### src/rtl/turn_arbiter.sv
// Turn arbiter for an N-player Connect Four datapath: validates drops, tracks
// per-column fill, rotates turns, and handles timeout, lock, draw and restart.

module turn_arbiter_col #(
    parameter int NUM_ROWS = 6,
    parameter int ROW_W    = 3
) (
    input  logic             clk,
    input  logic             reset,
    input  logic             clr,
    input  logic             inc,
    output logic [ROW_W-1:0] fill,
    output logic             full
);
    logic [ROW_W-1:0] fill_q, fill_d;

    always_comb begin
        fill_d = fill_q;
        if (clr)
            fill_d = '0;
        else if (inc)
            fill_d = fill_q + 1'b1;
    end

    always_ff @(posedge clk or negedge reset) begin
        if (!reset) fill_q <= '0;
        else        fill_q <= fill_d;
    end

    assign fill = fill_q;
    assign full = (fill_q == ROW_W'(NUM_ROWS));
endmodule

module turn_arbiter #(
    parameter int NUM_PLAYERS  = 2,
    parameter int NUM_COLS     = 8,
    parameter int NUM_ROWS     = 6,
    parameter int TURN_TIMEOUT = 0,
    localparam int COL_W = $clog2(NUM_COLS + 1),
    localparam int ROW_W = $clog2(NUM_ROWS + 1),
    localparam int PW    = ($clog2(NUM_PLAYERS) > 1) ? $clog2(NUM_PLAYERS) : 1,
    localparam int TW    = ($clog2(TURN_TIMEOUT + 1) > 1) ? $clog2(TURN_TIMEOUT + 1) : 1
) (
    input  logic                clk,
    input  logic                reset,
    input  logic                move_valid,
    input  logic [COL_W-1:0]    column,
    input  logic                game_over,
    input  logic                new_game,
    output logic [PW-1:0]       player,
    output logic                accept,
    output logic                reject,
    output logic [1:0]          reject_code,
    output logic [COL_W-1:0]    drop_col,
    output logic [ROW_W-1:0]    drop_row,
    output logic [PW-1:0]       drop_player,
    output logic                timeout,
    output logic [NUM_COLS-1:0] col_full,
    output logic                board_full
);
    typedef enum logic [1:0] {ST_PLAY, ST_LOCK, ST_DRAW} state_e;

    localparam logic [TW-1:0] TMAX = TW'((TURN_TIMEOUT > 0) ? TURN_TIMEOUT - 1 : 0);

    state_e                         state_q, state_d;
    logic [PW-1:0]                  player_q, player_d, player_nxt;
    logic [TW-1:0]                  timer_q, timer_d;
    logic                           accept_q, accept_d, reject_q, reject_d;
    logic                           timeout_q, timeout_d;
    logic [1:0]                     code_q, code_d;
    logic [COL_W-1:0]               dcol_q, dcol_d;
    logic [ROW_W-1:0]               drow_q, drow_d;
    logic [PW-1:0]                  dpl_q, dpl_d;

    logic [NUM_COLS-1:0][ROW_W-1:0] fill;
    logic [NUM_COLS-1:0]            full, col_hit, near_full;
    logic [ROW_W-1:0]               sel_fill;
    logic                           sel_full, col_ok, fills_last, locked;

    for (genvar i = 0; i < NUM_COLS; i++) begin : g_col
        turn_arbiter_col #(.NUM_ROWS(NUM_ROWS), .ROW_W(ROW_W)) u_col (
            .clk   (clk),
            .reset (reset),
            .clr   (new_game),
            .inc   (accept_d & col_hit[i]),
            .fill  (fill[i]),
            .full  (full[i])
        );
    end

    always_comb begin
        sel_fill  = '0;
        sel_full  = 1'b0;
        col_hit   = '0;
        near_full = '0;
        for (int i = 0; i < NUM_COLS; i++) begin
            near_full[i] = (fill[i] == ROW_W'(NUM_ROWS - 1));
            if (column == COL_W'(i + 1)) begin
                col_hit[i] = 1'b1;
                sel_fill   = fill[i];
                sel_full   = full[i];
            end
        end
        col_ok     = (column != '0) && (column <= COL_W'(NUM_COLS));
        // An accept here fills the board if every other column is already full.
        fills_last = &(full | (col_hit & near_full));
        locked     = (state_q != ST_PLAY) || game_over;
        player_nxt = (player_q == PW'(NUM_PLAYERS - 1)) ? '0 : player_q + 1'b1;
    end

    always_comb begin
        state_d   = state_q;
        player_d  = player_q;
        timer_d   = timer_q;
        accept_d  = 1'b0;
        reject_d  = 1'b0;
        timeout_d = 1'b0;
        code_d    = 2'd0;
        dcol_d    = dcol_q;
        drow_d    = drow_q;
        dpl_d     = dpl_q;
        if (new_game) begin
            state_d  = ST_PLAY;
            player_d = '0;
            timer_d  = '0;
            dcol_d   = '0;
            drow_d   = '0;
            dpl_d    = '0;
        end else begin
            if (move_valid) begin
                if (locked) begin
                    reject_d = 1'b1;
                    code_d   = 2'd3;
                end else if (!col_ok) begin
                    reject_d = 1'b1;
                    code_d   = 2'd1;
                end else if (sel_full) begin
                    reject_d = 1'b1;
                    code_d   = 2'd2;
                end else begin
                    accept_d = 1'b1;
                    dcol_d   = column;
                    drow_d   = sel_fill;
                    dpl_d    = player_q;
                end
            end
            timeout_d = (TURN_TIMEOUT > 0) && (state_q == ST_PLAY) && !accept_d && (timer_q == TMAX);
            if (accept_d || timeout_d)
                player_d = player_nxt;
            if ((TURN_TIMEOUT == 0) || (state_q != ST_PLAY) || accept_d || timeout_d)
                timer_d = '0;
            else
                timer_d = timer_q + 1'b1;
            case (state_q)
                ST_PLAY: if (game_over)                 state_d = ST_LOCK;
                         else if (accept_d && fills_last) state_d = ST_DRAW;
                ST_LOCK: if (!game_over)                state_d = ST_PLAY;
                default: state_d = state_q;
            endcase
        end
    end

    always_ff @(posedge clk or negedge reset) begin
        if (!reset) begin
            state_q   <= ST_PLAY;
            player_q  <= '0;
            timer_q   <= '0;
            accept_q  <= 1'b0;
            reject_q  <= 1'b0;
            timeout_q <= 1'b0;
            code_q    <= 2'd0;
            dcol_q    <= '0;
            drow_q    <= '0;
            dpl_q     <= '0;
        end else begin
            state_q   <= state_d;
            player_q  <= player_d;
            timer_q   <= timer_d;
            accept_q  <= accept_d;
            reject_q  <= reject_d;
            timeout_q <= timeout_d;
            code_q    <= code_d;
            dcol_q    <= dcol_d;
            drow_q    <= drow_d;
            dpl_q     <= dpl_d;
        end
    end

    assign player      = player_q;
    assign accept      = accept_q;
    assign reject      = reject_q;
    assign reject_code = code_q;
    assign drop_col    = dcol_q;
    assign drop_row    = drow_q;
    assign drop_player = dpl_q;
    assign timeout     = timeout_q;
    assign col_full    = full;
    assign board_full  = (state_q == ST_DRAW);
endmodule

### config.mk
export PLATFORM = sky130hd
export DESIGN_NAME = turn_arbiter
export DESIGN_NICKNAME = d
export VERILOG_FILES = /design/src/rtl/turn_arbiter.sv
export SDC_FILE = /design/constraint.sdc
export NUM_CORES = 1
export LEC_CHECK = 0
export ABC_AREA = 1
export ABC_CLOCK_PERIOD_IN_PS = 3900
export CORE_MARGIN = 2
export CORE_UTILIZATION = 45
export CTS_BUF_LIST = sky130_fd_sc_hd__clkbuf_8 sky130_fd_sc_hd__clkbuf_16
export CTS_CLUSTER_DIAMETER = 50
export DETAILED_ROUTE_END_ITERATION = 6
export PLACE_DENSITY = 0.64
export SKIP_CTS_REPAIR_TIMING = 1
export SLEW_MARGIN = 30
export SYNTH_ARGS = -nofsm -noshare
export SYNTH_HDL_FRONTEND = slang
export SYNTH_SLANG_ARGS = --single-unit
### constraint.sdc
create_clock -name clk -period 3.9 [get_ports clk]
set_clock_uncertainty 0.2 [all_clocks]
set_input_delay 0.39 -clock clk [delete_from_list [all_inputs] [get_ports clk]]
set_output_delay 0.39 -clock clk [all_outputs]
set_load 0.05 [all_outputs]
# After elaboration in Yosys (flattened, before gate mapping)
# Index checks and enable logic that the tools add are counted.
[classes]
n_eq_ne = 30
bitwise_logic = 10
div_mod_pow = 0
order_cmp = 1
n_shift = 0
add_sub_neg = 9
muxes = 79
multipliers = 0
n_reduce_logical = 21
[op_table]
columns = ["op", "count"]
rows = [
  ["3-bit 2-to-1 mux", 29],
  ["3-bit == test (second input constant)", 16],
  ["1-bit 2-to-1 mux", 35],
  ["3-bit by 1-bit adder with 3-bit output (second input constant)", 8],
  ["2-bit nonzero test", 12],
  ["4-bit 2-to-1 mux", 5],
  ["2-bit 2-to-1 mux", 9],
  ["4-bit by 3-bit == test with 1-bit output (second input constant)", 4],
  ["1-bit AND", 8],
  ["8-bit AND", 1],
  ["4-bit by 2-bit == test with 1-bit output (second input constant)", 2],
  ["8-bit bitwise OR", 1],
  ["8-bit AND reduction", 1],
  ["4-bit by 1-bit == test with 1-bit output (second input constant)", 1],
  ["4-bit == test (second input constant)", 1],
  ["4-bit less-or-equal comparator (second input constant)", 1],
  ["2-bit != test (second input constant)", 2],
  ["4-bit != test (second input constant)", 1],
  ["2-bit case mux with 2 select lines", 1],
  ["4-bit AND reduction", 1],
  ["4-bit nonzero test", 1],
  ["3-bit != test (second input constant)", 1],
  ["3-bit AND reduction", 1],
  ["3-bit nonzero test", 1],
  ["6 further kinds", 7],
]
[totals]
n_memories = 0
ff_bits = 39
latchBits = 0
inputBits = 9
output_inout_bits = 23
rom_bits = 0
ram_bits = 0

# Longest topological paths before layout
[depth]
ltp_word = 19
mapped_depth = 18
mapped_depth_nobuf = 18

# Hierarchy
# From an unflattened synthesis, not the netlist that was laid out.
[unflattened]
cells_unflattened = 342
area_unflattened_um2 = 2497.4
[by_module_without_submodules]
columns = ["module", "cells_per_inst", "seq_area_each_um2", "area_per_inst_um2", "instances"]
rows = [
  ["turn_arbiter_col", 19, 75.1, 166.4, 8],
  ["turn_arbiter", 190, 375.4, 1166.1, 1],
]

# Worst setup path before layout
# Ideal clock, no wire load.
[synth_path]
path_type = "register to register"
from = "register g_col[0].u_col.fill_q[0]"
to = "register g_col[1].u_col.fill_q[0]"
arrival_time_ns = 1.608
required_time_ns = 3.581
stages_incl_launch_ff = 14
setup_slack_ns = 1.974
synth_period_minus_slack_ns = 1.926
cell_sequence = "dfrtp_1 -> inv_1 -> ha_1 -> nand2_1 -> inv_1 -> nand2_1 -> o221ai_1 -> nor2_1 -> nand4_2 -> nand2_2 -> buf_6 -> nand4_4 -> nand3_1 -> nand2_1"
[synth_via]
elab_chain_len = 17
[synth_rtl]
columns = ["item", "line_no", "text"]
rows = [
  ["from (decl)", "15", "logic [ROW_W-1:0] fill_q, fill_d;"],
  ["from (signal assigned)", "27", "else fill_q <= fill_d;"],
  ["3-bit == test", "31", "assign full = (fill_q == ROW_W'(NUM_ROWS));"],
  ["via g_col[0].u_col.full", "13", "output logic full"],
  ["1-bit 2-to-1 mux (8 in series)", "98", "if (column == COL_W'(i + 1)) begin"],
  ["1-bit 2-to-1 mux", "137", "end else if (sel_full) begin"],
  ["1-bit 2-to-1 mux", "134", "end else if (!col_ok) begin"],
  ["1-bit 2-to-1 mux", "131", "if (locked) begin"],
  ["1-bit 2-to-1 mux", "130", "if (move_valid) begin"],
  ["1-bit 2-to-1 mux (2 in series)", "122", "if (new_game) begin"],
  ["1-bit AND", "85", ".inc (accept_d & col_hit[i]),"],
  ["2-bit nonzero test (no source line)", "--", ""],
  ["to (signal assigned)", "27", ""],
  ["to (decl)", "15", ""],
]
# The timed path passes the listed nets, and every way through them passes these cells. The select of a mux whose other input is x is not followed.
# A chain may end at the register's enable or synchronous reset.

# Final worst setup path
[layout_path]
from = "input port column[0]"
to = "register drow_q[1], in the netlist drop_row[1]"
[layout_via]
elab_chain_len = 14
[layout_rtl]
columns = ["item", "line_no", "text"]
rows = [
  ["from (decl)", "47", "input logic [COL_W-1:0] column,"],
  ["4-bit by 1-bit == test with 1-bit output", "98", ""],
  ["3-bit 2-to-1 mux (8 in series)", "98", ""],
  ["3-bit 2-to-1 mux", "137", ""],
  ["3-bit 2-to-1 mux", "134", ""],
  ["3-bit 2-to-1 mux", "131", ""],
  ["3-bit 2-to-1 mux", "130", ""],
  ["3-bit 2-to-1 mux", "122", ""],
  ["to (signal assigned)", "184", "drow_q <= drow_d;"],
  ["to (decl)", "72", "logic [ROW_W-1:0] drow_q, drow_d;"],
]
# Several ways; a longest one is shown, not always the timed one. The select of a mux whose other input is x is not followed.

==> flow_summary.yaml <==
run_status:
  status: "completed"
drt:
  drc: 0
  wl_per_cell_um: 12.44
  drtAntennaViolNets: 0
  drt_wl_total_um: 5886
  drtIter0Drc: 141
  num_vias: 2285
  dr.pass1.iters: 4
  vias_per_cell: 4.831
logic_synthesis:
  yosysWarnings: 0
  syn_area_sq_um: 2814
  synthCells: 370
  netlist_top_cells_area: "dfrtp_1, nand2_1, ha_1, inv_1, nand3_1"
  synth_edf_count: 0
  syn_nets: 403
  async_reset_ff_share_pct: 100.0
  seq_area_frac_synth_pct: 34.68
  synth_top_area_share_pct: 34.68
  ys_ff_latch: 39
  synth_flop_cell: "dfrtp_1"
  yosysTopAreaCell: "dfrtp_1"
  synth_commonest_cells: "nand2_1, inv_1, dfrtp_1"
  avgSynthCellArea_sq_um: 7.605
  yosysUniqueCellTypes: 30
  synth.most_common_cell: "nand2_1"
power_and_ir_drop:
  ir_drop_v: 0.0001781
  power.leakage_nw: 1.838
  power_density_nw_per_um2: 267.1
layout:
  num-fill-cells: 584
  ff_latch_area_sq_um: 975.9
  drive_above_1_share_pct: 12.06
  multi_input_area_sq_um: 1478
  nets: 430
  area_growth_pct: 15.65
  diodes: 0
worst_setup_path:
  worst_setup_path_end_kind: "register"
  cp_slowest_stage_delay_ns: 0.66
  cp_top_family: "simple AND/OR/NAND/NOR gates"
  crit_type: "in2reg"
  worstPathCellList: "clkdlybuf4s50_1, inv_2, nor3_2, nand2_1, o221ai_1, nor2_1, nand4_2, nand2_2, nand3_2, inv_2, o21ai_1, nand2_1"
  cp.required_ns: 3.88
  worstSetupStartpointType: "input port"
  cp_data_arrival_time_ns: 2.79
  path_buf_inv: 3
  cp_max_fo: 12
  crit_slowest_cell: "clkdlybuf4s50_1"
sta:
  fin_crit_ns: 2.817
  worst_slack_ns: 1.083
  holdWs_ns: 0.2761
  final-max-slew-violation-count: 0
  finalCritPeriodShare_pct: 72.22
  max_freq_mhz: 355.0
  rsz0062_at_grt: "no"
  hold_viol_final: 0
  relSlewSlack_pct: 66.36
  setup_violations: 0
  worstMarginPinSlew_ns: 0.5030
  tns_ns: 0
global_routing:
  antenna_found_initial: 0
  grt-ovfl-total: 0
  first_global_vias: 2168
  grt_max_degree: 40
  grt_use_total_pct: 18.11
  grt_pass1_wl_um: 10250
floorplan:
  dieHeight_um: 83.08
  core_area_sq_um: 5991
  dieArea_sq_um: 6901
  die_w_um: 83.08
  num_rows: 28
  pin_count: 32
  initial_core_util_pct: 46.97
cts:
  cts_buffers: 5
  cts-root-buf: "clkbuf_8"
  cts.clk_slew.worst_paths_ns: 0.07
  cts.path.max_buffers: 2
  htree_num_levels: 2
  cts_sinks: 39
  clkLatencyLatePin_ns: 0.29
  cts_tree: "yes"
placed_design:
  post-place-ws_ns: 0.8099
  gp_congestion: 0.8409
  io_buffer_count: 30
  dp_hpwl_um: 4535
flow_run:
  drv_cap: 0
min_path:
  hold_class: "reg2reg"
-- where the power goes --
group	leakage, nW	switching [mW]	internal (mW)
logic	1.24	0.0773	0.0297
clock network	0.0612	0.142	0.207
registers	0.540	0.00327	0.410
total	1.84	0.223	0.647
-- final cells by class --
cell class                 instances  area share, %
clock buffer                       6          2.537
tap                               75          2.884
multi-input combinational        248          45.41
clock inverter                     2          1.077
timing repair buffer              34          10.15
sequential                        39          29.99
inverter                          69          7.958
-- state kept, by name (all words and copies together) (netlist names) --
signal and cells:
g_col.u_col.fill 24, drop_col 4, drop_row 3, reject_code 2
state_q 2, accept 1, drop_player 1, player 1
reject 1
-- path summary, 6_finish.rpt --
check | startpoint | to | slack (ns) | cells after the start
min reg2reg | drop_player | drop_player | 0.28 | 2
max | column[0] | drop_row[1] | 1.08 | 12
max reg2reg | g_col[0].u_col.fill[0] | drop_row[1] | 1.27 | 13
max in group asynchronous | reset | g_col[7].u_col.fill[2] | 2.74 | 2
min | drop_player | drop_player | 0.28 | 2
min in group asynchronous | reset | g_col[0].u_col.fill[0] | 0.41 | 2
-- kinds of logic (layout without fill, tap and decap cells) --
logic type	count (synthesis)	in the layout	synth area share (%)
XOR/XNOR	8	8	2.490
buffers and inverters	83	111	12.81
AO/OA/AOI/OAI	21	21	4.180
other	1	1	0.1333
AND/OR/NAND/NOR	194	194	35.04
flip-flops	39	39	34.68
adder cells (fa/ha/maj)	24	24	10.67
-- worst min-delay path, cell delays in order, from the launching register on --
cell	delay, ns
dfrtp_1	0.35
nand2_1	0.05
nand2_1	0.04
-- cell usage in the layout (no fill, tap or decap), types with 2 or more instances in the layout --
master           instances
o21ai_0                 11
ha_1                    24
xor2_1                   8
clkinv_1                 3
nor3_4                   2
dfrtp_1                 39
buf_4                    4
clkdlybuf4s50_1         29
inv_1                   51
nand3_1                 36
nand2_2                  3
nor2_1                  23
inv_2                   15
nand4_1                  3
nand4_4                  7
nor2_2                   3
clkbuf_8                 6
nand3_2                  3
nand2_1                110
a21oi_1                  5
-- metrics by stage --
step                std cells  power, mW  util [%]  area [sq um]
global placement          464     0.5277     52.15          3124
floorplan                 370     0.4878         -          2814
global route              473     0.9106     54.32          3254
detailed placement        464     0.5281     52.15          3124
CTS                       472     0.8794     54.11          3242
finish                    473     0.8693     54.32          3254
-- per-layer routing --
layer | share of wire, % | track usage (%) | vias to the layer above
li1 | - | - | 1188
met1 | 49 | 24.76 | 1052
met2 | 46 | 28.59 | 37
met3 | 3.2 | 4.374 | 8
met4 | 1.2 | 5.216 | 0
met5 | 0 | 0 | -
No activity file was read; power rests on OpenSTA's default activity.
